**config.mk**
```make
export PLATFORM = sky130hd
export DESIGN_NAME = buffer_write_alloc
export DESIGN_NICKNAME = d
export VERILOG_FILES = /design/src/rtl/buffer_pkg.sv /design/src/rtl/buffer_write_alloc_ptr_prefetch.sv /design/src/rtl/buffer_write_alloc.sv
export SDC_FILE = /design/constraint.sdc
export NUM_CORES = 1
export LEC_CHECK = 0
export ABC_CLOCK_PERIOD_IN_PS = 3000
export CAP_MARGIN = 20
export CORE_ASPECT_RATIO = 1.25
export CORE_MARGIN = 4
export CORE_UTILIZATION = 43
export DETAILED_ROUTE_END_ITERATION = 8
export GPL_ROUTABILITY_DRIVEN = 0
export PLACE_DENSITY = 0.8
export SETUP_SLACK_MARGIN = 0.1
export SYNTH_ARGS = -nofsm -noshare
export SYNTH_HDL_FRONTEND = slang
export SYNTH_HIERARCHICAL = 1
export SYNTH_SLANG_ARGS = --single-unit
```
**constraint.sdc**
```tcl
create_clock -name clk -period 3 [get_ports clk]
set_clock_uncertainty 0.05 [all_clocks]
set_input_delay 0.45 -clock clk [delete_from_list [all_inputs] [get_ports clk]]
set_output_delay 0.45 -clock clk [all_outputs]
set_load 0.02 [all_outputs]
```
**src/rtl/buffer_pkg.sv**
```systemverilog
// Shared types and default sizing for the multichannel buffer write side.
package buffer_pkg;

    localparam int PTR_WIDTH_DEF    = 10;
    localparam int DATA_WIDTH_DEF   = 64;
    localparam int NUM_CHANNELS_DEF = 8;
    localparam int FL_RD_LAT_DEF    = 1;

    // Pointers held locally in front of the free list.
    localparam int PREFETCH_DEPTH   = 2;

    typedef logic [PTR_WIDTH_DEF-1:0] ptr_t;

    // Descriptor handed to the per-channel queue stage.
    typedef struct packed {
        ptr_t ptr;
        logic last;
    } desc_t;

    typedef enum logic [0:0] {
        WAIT_INIT = 1'b0,
        RUN       = 1'b1
    } alloc_state_e;

endpackage

```
**src/rtl/buffer_write_alloc_ptr_prefetch.sv**
```systemverilog
// Two-entry free-pointer prefetch: tracks pops in flight through the free-list
// read pipeline, stores returned pointers in arrival order and presents the
// oldest one. A pointer arriving in the same cycle it is needed bypasses the
// storage, which keeps one allocation per cycle for both read latencies.
module ptr_prefetch
    import buffer_pkg::*;
#(
    parameter int PTR_WIDTH = PTR_WIDTH_DEF,
    parameter int FL_RD_LAT = FL_RD_LAT_DEF
) (
    input  logic                 clk,
    input  logic                 rstn,
    input  logic                 run,
    input  logic                 pop,
    input  logic                 fl_empty,
    input  logic [PTR_WIDTH-1:0] fl_rd_dout,
    output logic                 fl_rd_req,
    output logic                 avail,
    output logic [PTR_WIDTH-1:0] head,
    output logic                 busy
);

    logic [FL_RD_LAT-1:0] vld_sr;
    logic                 capture;
    logic [1:0]           occ;
    logic [1:0]           occ_mid;
    logic [1:0]           occ_n;
    logic [1:0]           inf;
    logic                 pop_stored;
    logic                 store;
    logic [PTR_WIDTH-1:0] entry   [PREFETCH_DEPTH];
    logic [PTR_WIDTH-1:0] entry_n [PREFETCH_DEPTH];

    // The oldest request's pointer is on fl_rd_dout when its valid bit leaves the pipe.
    assign capture = vld_sr[FL_RD_LAT-1];

    // Count requests whose pointer has not been captured yet.
    always_comb begin
        // NOTE: every variable written in a combinational block gets a value first, otherwise a latch is inferred.
        inf = '0;
        for (int i = 0; i < FL_RD_LAT; i++) begin
            inf = inf + {1'b0, vld_sr[i]};
        end
    end

    // Pop the free list while stored + in-flight pointers, net of this cycle's use, leave room.
    assign fl_rd_req = run & ~fl_empty &
                       (({1'b0, occ} + {1'b0, inf}) < (3'(PREFETCH_DEPTH) + {2'b0, pop}));

    assign avail = (occ != 2'd0) | capture;
    assign head  = (occ != 2'd0) ? entry[0] : fl_rd_dout;
    assign busy  = (occ != 2'd0) | (inf != 2'd0);

    // Next storage contents: drop the head on a stored pop, append an arrival behind the survivors.
    always_comb begin
        pop_stored = pop & (occ != 2'd0);
        store      = capture & ~(pop & (occ == 2'd0));
        occ_mid    = occ - {1'b0, pop_stored};
        entry_n    = entry;
        if (pop_stored) begin
            entry_n[0] = entry[1];
        end
        if (store) begin
            entry_n[occ_mid[0]] = fl_rd_dout;
        end
        occ_n = occ_mid + {1'b0, store};
    end

    // In-flight valid pipeline, one stage per cycle of free-list read latency.
    if (FL_RD_LAT == 1) begin : g_lat1
        always_ff @(posedge clk) begin
            // NOTE: state registers use non-blocking assignments so every flop samples pre-edge values.
            if (!rstn) vld_sr <= '0;
            else       vld_sr <= fl_rd_req;
        end
    end else begin : g_latn
        always_ff @(posedge clk) begin
            if (!rstn) vld_sr <= '0;
            else       vld_sr <= {vld_sr[FL_RD_LAT-2:0], fl_rd_req};
        end
    end

    // Occupancy register; reset discards everything held or in flight.
    always_ff @(posedge clk) begin
        if (!rstn) occ <= 2'd0;
        else       occ <= occ_n;
    end

    // Pointer storage.
    always_ff @(posedge clk) begin
        // NOTE: pointer storage is not reset; occupancy says which entries are meaningful.
        entry <= entry_n;
    end

endmodule

```
**src/rtl/buffer_write_alloc.sv**
```systemverilog
// Write-side allocator: waits for the free list to initialise, accepts input
// beats while a free pointer is available and the target queue has room, and
// issues the cell write and queue descriptor together one cycle later.
module buffer_write_alloc
    import buffer_pkg::*;
#(
    parameter int PTR_WIDTH    = PTR_WIDTH_DEF,
    parameter int DATA_WIDTH   = DATA_WIDTH_DEF,
    parameter int NUM_CHANNELS = NUM_CHANNELS_DEF,
    parameter int FL_RD_LAT    = FL_RD_LAT_DEF
) (
    input  logic                            clk,
    input  logic                            rstn,
    input  logic                            s_valid,
    output logic                            s_ready,
    input  logic [DATA_WIDTH-1:0]           s_data,
    input  logic                            s_last,
    input  logic [$clog2(NUM_CHANNELS)-1:0] s_chan,
    output logic                            fl_rd_req,
    input  logic [PTR_WIDTH-1:0]            fl_rd_dout,
    input  logic                            fl_empty,
    input  logic                            fl_init_done,
    output logic                            mem_we,
    output logic [PTR_WIDTH-1:0]            mem_waddr,
    output logic [DATA_WIDTH-1:0]           mem_wdata,
    output logic                            q_push,
    output logic [$clog2(NUM_CHANNELS)-1:0] q_chan,
    output logic [PTR_WIDTH-1:0]            q_ptr,
    output logic                            q_last,
    input  logic [NUM_CHANNELS-1:0]         q_afull,
    output logic                            busy
);

    alloc_state_e         state;
    alloc_state_e         state_n;
    logic                 run;
    logic                 avail;
    logic                 accept;
    logic [PTR_WIDTH-1:0] head;

    // State register; only reset returns the allocator to WAIT_INIT.
    always_ff @(posedge clk) begin
        if (!rstn) state <= WAIT_INIT;
        else       state <= state_n;
    end

    // Next state: leave WAIT_INIT once the free list reports it is initialised.
    always_comb begin
        state_n = state;
        case (state)
            WAIT_INIT: if (fl_init_done) state_n = RUN;
            RUN:       state_n = RUN;
            default:   state_n = WAIT_INIT;
        endcase
    end

    assign run = (state == RUN);

    // A beat is taken only with a pointer in hand and room in its own queue.
    assign s_ready = run & avail & ~q_afull[s_chan];
    assign accept  = s_valid & s_ready;

    ptr_prefetch #(
        .PTR_WIDTH (PTR_WIDTH),
        .FL_RD_LAT (FL_RD_LAT)
    ) u_prefetch (
        .clk        (clk),
        .rstn       (rstn),
        .run        (run),
        .pop        (accept),
        .fl_empty   (fl_empty),
        .fl_rd_dout (fl_rd_dout),
        .fl_rd_req  (fl_rd_req),
        .avail      (avail),
        .head       (head),
        .busy       (busy)
    );

    // Output stage: cell write and descriptor push leave together, one cycle after accept.
    always_ff @(posedge clk) begin
        if (!rstn) begin
            mem_we    <= 1'b0;
            q_push    <= 1'b0;
            mem_waddr <= '0;
            mem_wdata <= '0;
            q_chan    <= '0;
            q_ptr     <= '0;
            q_last    <= 1'b0;
        end else begin
            mem_we <= accept;
            q_push <= accept;
            if (accept) begin
                mem_waddr <= head;
                mem_wdata <= s_data;
                q_chan    <= s_chan;
                q_ptr     <= head;
                q_last    <= s_last;
            end
        end
    end

    // The free list must stay initialised for as long as the allocator runs.
    a_init_held: assert property (@(posedge clk) disable iff (!rstn) (state == RUN) |-> fl_init_done);

endmodule
```
==> metrics.md <==
| Metric | Value |
|---|---|
| CP Capture Type | `output pin` |
| N_diodes | `0` |
| CTS H-Tree Depth | `3` |
| Net Switching | `640 uW` |
| Main synth FF type | `dfxtp_1` |
| Ys async rst share | `0` |
| Worst slew pin tran | `0.643 ns` |
| Port Buf Inserts | `183` |
| Final hold violation count | `0` |
| Gr ovfl total | `0` |
| Share of cells above drive strength 1 | `0.102` |
| Post-synth top area share | `0.413` |
| Inserted Clock Buffers | `9` |
| Post-synthesis sequential element count | `103` |
| Yosys top cell by area | `dfxtp_1` |
| Area delta synth->final | `45.2%` |
| Number of synthesized flops with an enable pin | `10` |
| Post-route DRC | `0` |
| Worst Path Required | `2.50 ns` |
| Router iterations before antenna repair | `4` |
| GRT Total Usage | `0.172` |
| PD cells | `478 nW/um^2` |
| Drt wl/cell | `14.5 um` |
| Fin nets | `696` |
| Internal power | `2.49 mW` |
| Critical-path maximum fanout | `2` |
| CTS sink count | `103` |
| Fill count | `786` |
| Kind of critical path | `in2out` |
| Classification of the worst-slack hold path | `in2reg` |
| Worst hold slack | `0.393 ns` |
| Final Setup Violations | `0` |
| Insertion delay to the later sink of the worst-skew pair | `0.34 ns` |
| Syn avg cell area | `10.2 um^2` |
| Startpoint types | `primary input` |
| Ys Warns | `6` |
| Detailed Route WL | `10,700 um` |
| Final HPWL from detailed placement | `7940 um` |
| Vias | `3,538` |
| Path depth of the worst reg2reg path | `9` |
| Vias in the first global route | `3,597` |
| First-pass GRT wire length | `16,800 um` |
| Setup TNS | `0 ns` |
| Worst IR drop on VDD | `0.312 mV` |
| Slew Limit Fails | `0` |
| # Post-CTS Setup Buffers | `0` |
| Critical Path AT | `2.22 ns` |
| Root Buffer | `clkbuf_16` |
| Post-synthesis cell area | `4510 um^2` |
| Core ar. | `10,200 um^2` |
| Worst relative slew slack | `0.571` |
| Number of max-cap violations | `0` |
| Part of the power in registers | `0.468` |
| Drt initial violations | `71` |
| Post-Synthesis Cells | `442` |
| Longest Clk Path Bufs | `2` |
| Starting density of the core | `0.444` |
| Std cell rows | `41` |
| Vias/cell | `4.81` |
| Layout Utilization | `0.645` |
| Outcome | `completed` |
| Synthesized Nets | `536` |
| Min Tclk post-route | `2.72 ns` |
| Antenna violations before repair | `0` |
| Number of routed nets with antenna violations | `0` |
| Die width | `99.6 um` |
| CTS tree | `built` |
| Leakage power | `2.37 nW` |
| Clock transition at the registers of the reported paths | `0.06 ns` |
| Hold Path Stages | `3` |
| Synth area leaders | `dfxtp_1 (41%), mux2i_1 (18%), nand2_1 (13%)` |
| Die area | `12,200 um^2` |
| Hold Buf Count CTS | `0` |
| Post-synthesis cell type count | `26` |
| RSZ-0062 raised after global routing | `false` |
| Power share of the combinational group | `0.114` |
| Largest net degree at the start of global routing | `69` |
| Tcrit/Tclk final | `0.907` |
| Sw Ratio | `0.204` |
| Fmax | `0.367 GHz` |
| Die H | `123 um` |
| Post-synthesis sequential area ratio | `0.479` |
| Share of power burned in the clock network | `0.418` |
| I/O pin count | `184` |
-- metal layers --
| layer | vias up | wire length [um] | global-route usage |
|---|---|---|---|
| li1 | 1762 | - | - |
| met1 | 1625 | 4280 | 0.188 |
| met2 | 135 | 5180 | 0.293 |
| met3 | 16 | 1050 | 0.0739 |
| met4 | 0 | 205 | 0.0709 |
| met5 | - | 0 | 0 |
-- synth_stat cells (2+ instances only) --
library cell / count
nand2_1: 158
dfxtp_1: 93
mux2i_1: 83
mux2_2: 30
clkbuf_1: 18
buf_4: 14
edfxtp_1: 10
buf_12: 9
and2_1: 4
ha_1: 3
inv_1: 3
a21oi_1: 2
buf_6: 2
-- what timing repair did --
action                                  4_1_cts  5_1_grt
pin swaps                                     0        0
endpoints found under the setup margin       14        1
cloned                                        0        0
gates resized for setup                       7        3
-- sequential cells by signal, summed over array words and instances (netlist names), named ones only --
register and cells:
mem_wdata 64, q_chan 3, q_last 1, q_ptr 10
q_push 1, run 1, u_prefetch/capture 1, u_prefetch/entry 10
u_prefetch/occ 2
-- through the flow --
stage	setup slack, ns	total power, mW	instances	area, um^2
2_1_floorplan	0.150	1.69	442	4510
3_3_place_gp	-0.451	1.84	720	6210
3_5_place_dp	-0.498	1.86	720	6210
4_1_cts	0.147	3.17	736	6560
5_1_grt	0.187	3.25	736	6550
6_report	0.279	3.13	736	6550
-- critical path, stage by stage --
cell	delay, ns
clkdlybuf4s50_1	0.49
mux4_2	0.52
and3_2	0.22
clkdlybuf4s50_1	0.53
-- area by class of cell --
type	count	area, um^2	area share
clock inverters	2	60.1	0.00917
multi-input cells	293	1960	0.300
well taps	129	161	0.0246
clock buffers	14	285	0.0435
inverters	3	11.3	0.00172
flip-flops and latches	103	2160	0.330
repair buffers	192	1910	0.291
-- layout by cell type (no fill, tap or decap), types with 2 or more instances in the layout --
master,Yosys,routed
a21oi_1,2,2
and2_1,4,4
buf_4,14,7
buf_6,2,2
bufinv_16,0,2
clkbuf_1,18,2
clkbuf_16,0,10
clkbuf_8,0,2
clkdlybuf4s50_1,0,180
dfxtp_1,93,93
edfxtp_1,10,10
ha_1,3,3
inv_1,3,3
mux2_2,30,30
mux2i_1,83,83
nand2_1,158,158
-- worst paths after layout --
kind	startpoint	end	slack [ns]
worst min-delay path	s_chan[1]	q_chan[1]$_SDFFE_PN0P_	0.39
worst min register to register	mem_wdata[11]$_SDFFE_PN0P_	mem_wdata[11]$_SDFFE_PN0P_	0.41
worst max-delay path	s_chan[2]	s_ready	0.28
worst max register to register	u_prefetch/occ[0]$_SDFF_PN0_	u_prefetch/occ[0]$_SDFF_PN0_	0.47
-- cells by family after synthesis --
| kind of cell | after synthesis | share of synthesized area |
|---|---|---|
| compound gates | 7 | 0.0144 |
| xor+xnor | 1 | 0.00194 |
| flops | 103 | 0.479 |
| simple gates | 168 | 0.147 |
| mux | 114 | 0.264 |
| fa+ha+maj | 3 | 0.00832 |
| buf+inv | 46 | 0.0857 |
-- power groups by stage --
stage	clock network [mW]	registers (mW)	logic, mW
2_1_floorplan	0	1.50	0.185
3_3_place_gp	0	1.49	0.349
3_5_place_dp	0	1.50	0.358
4_1_cts	1.34	1.47	0.360
5_1_grt	1.39	1.47	0.386
6_report	1.31	1.47	0.356
(Power assumes the default switching activity.)
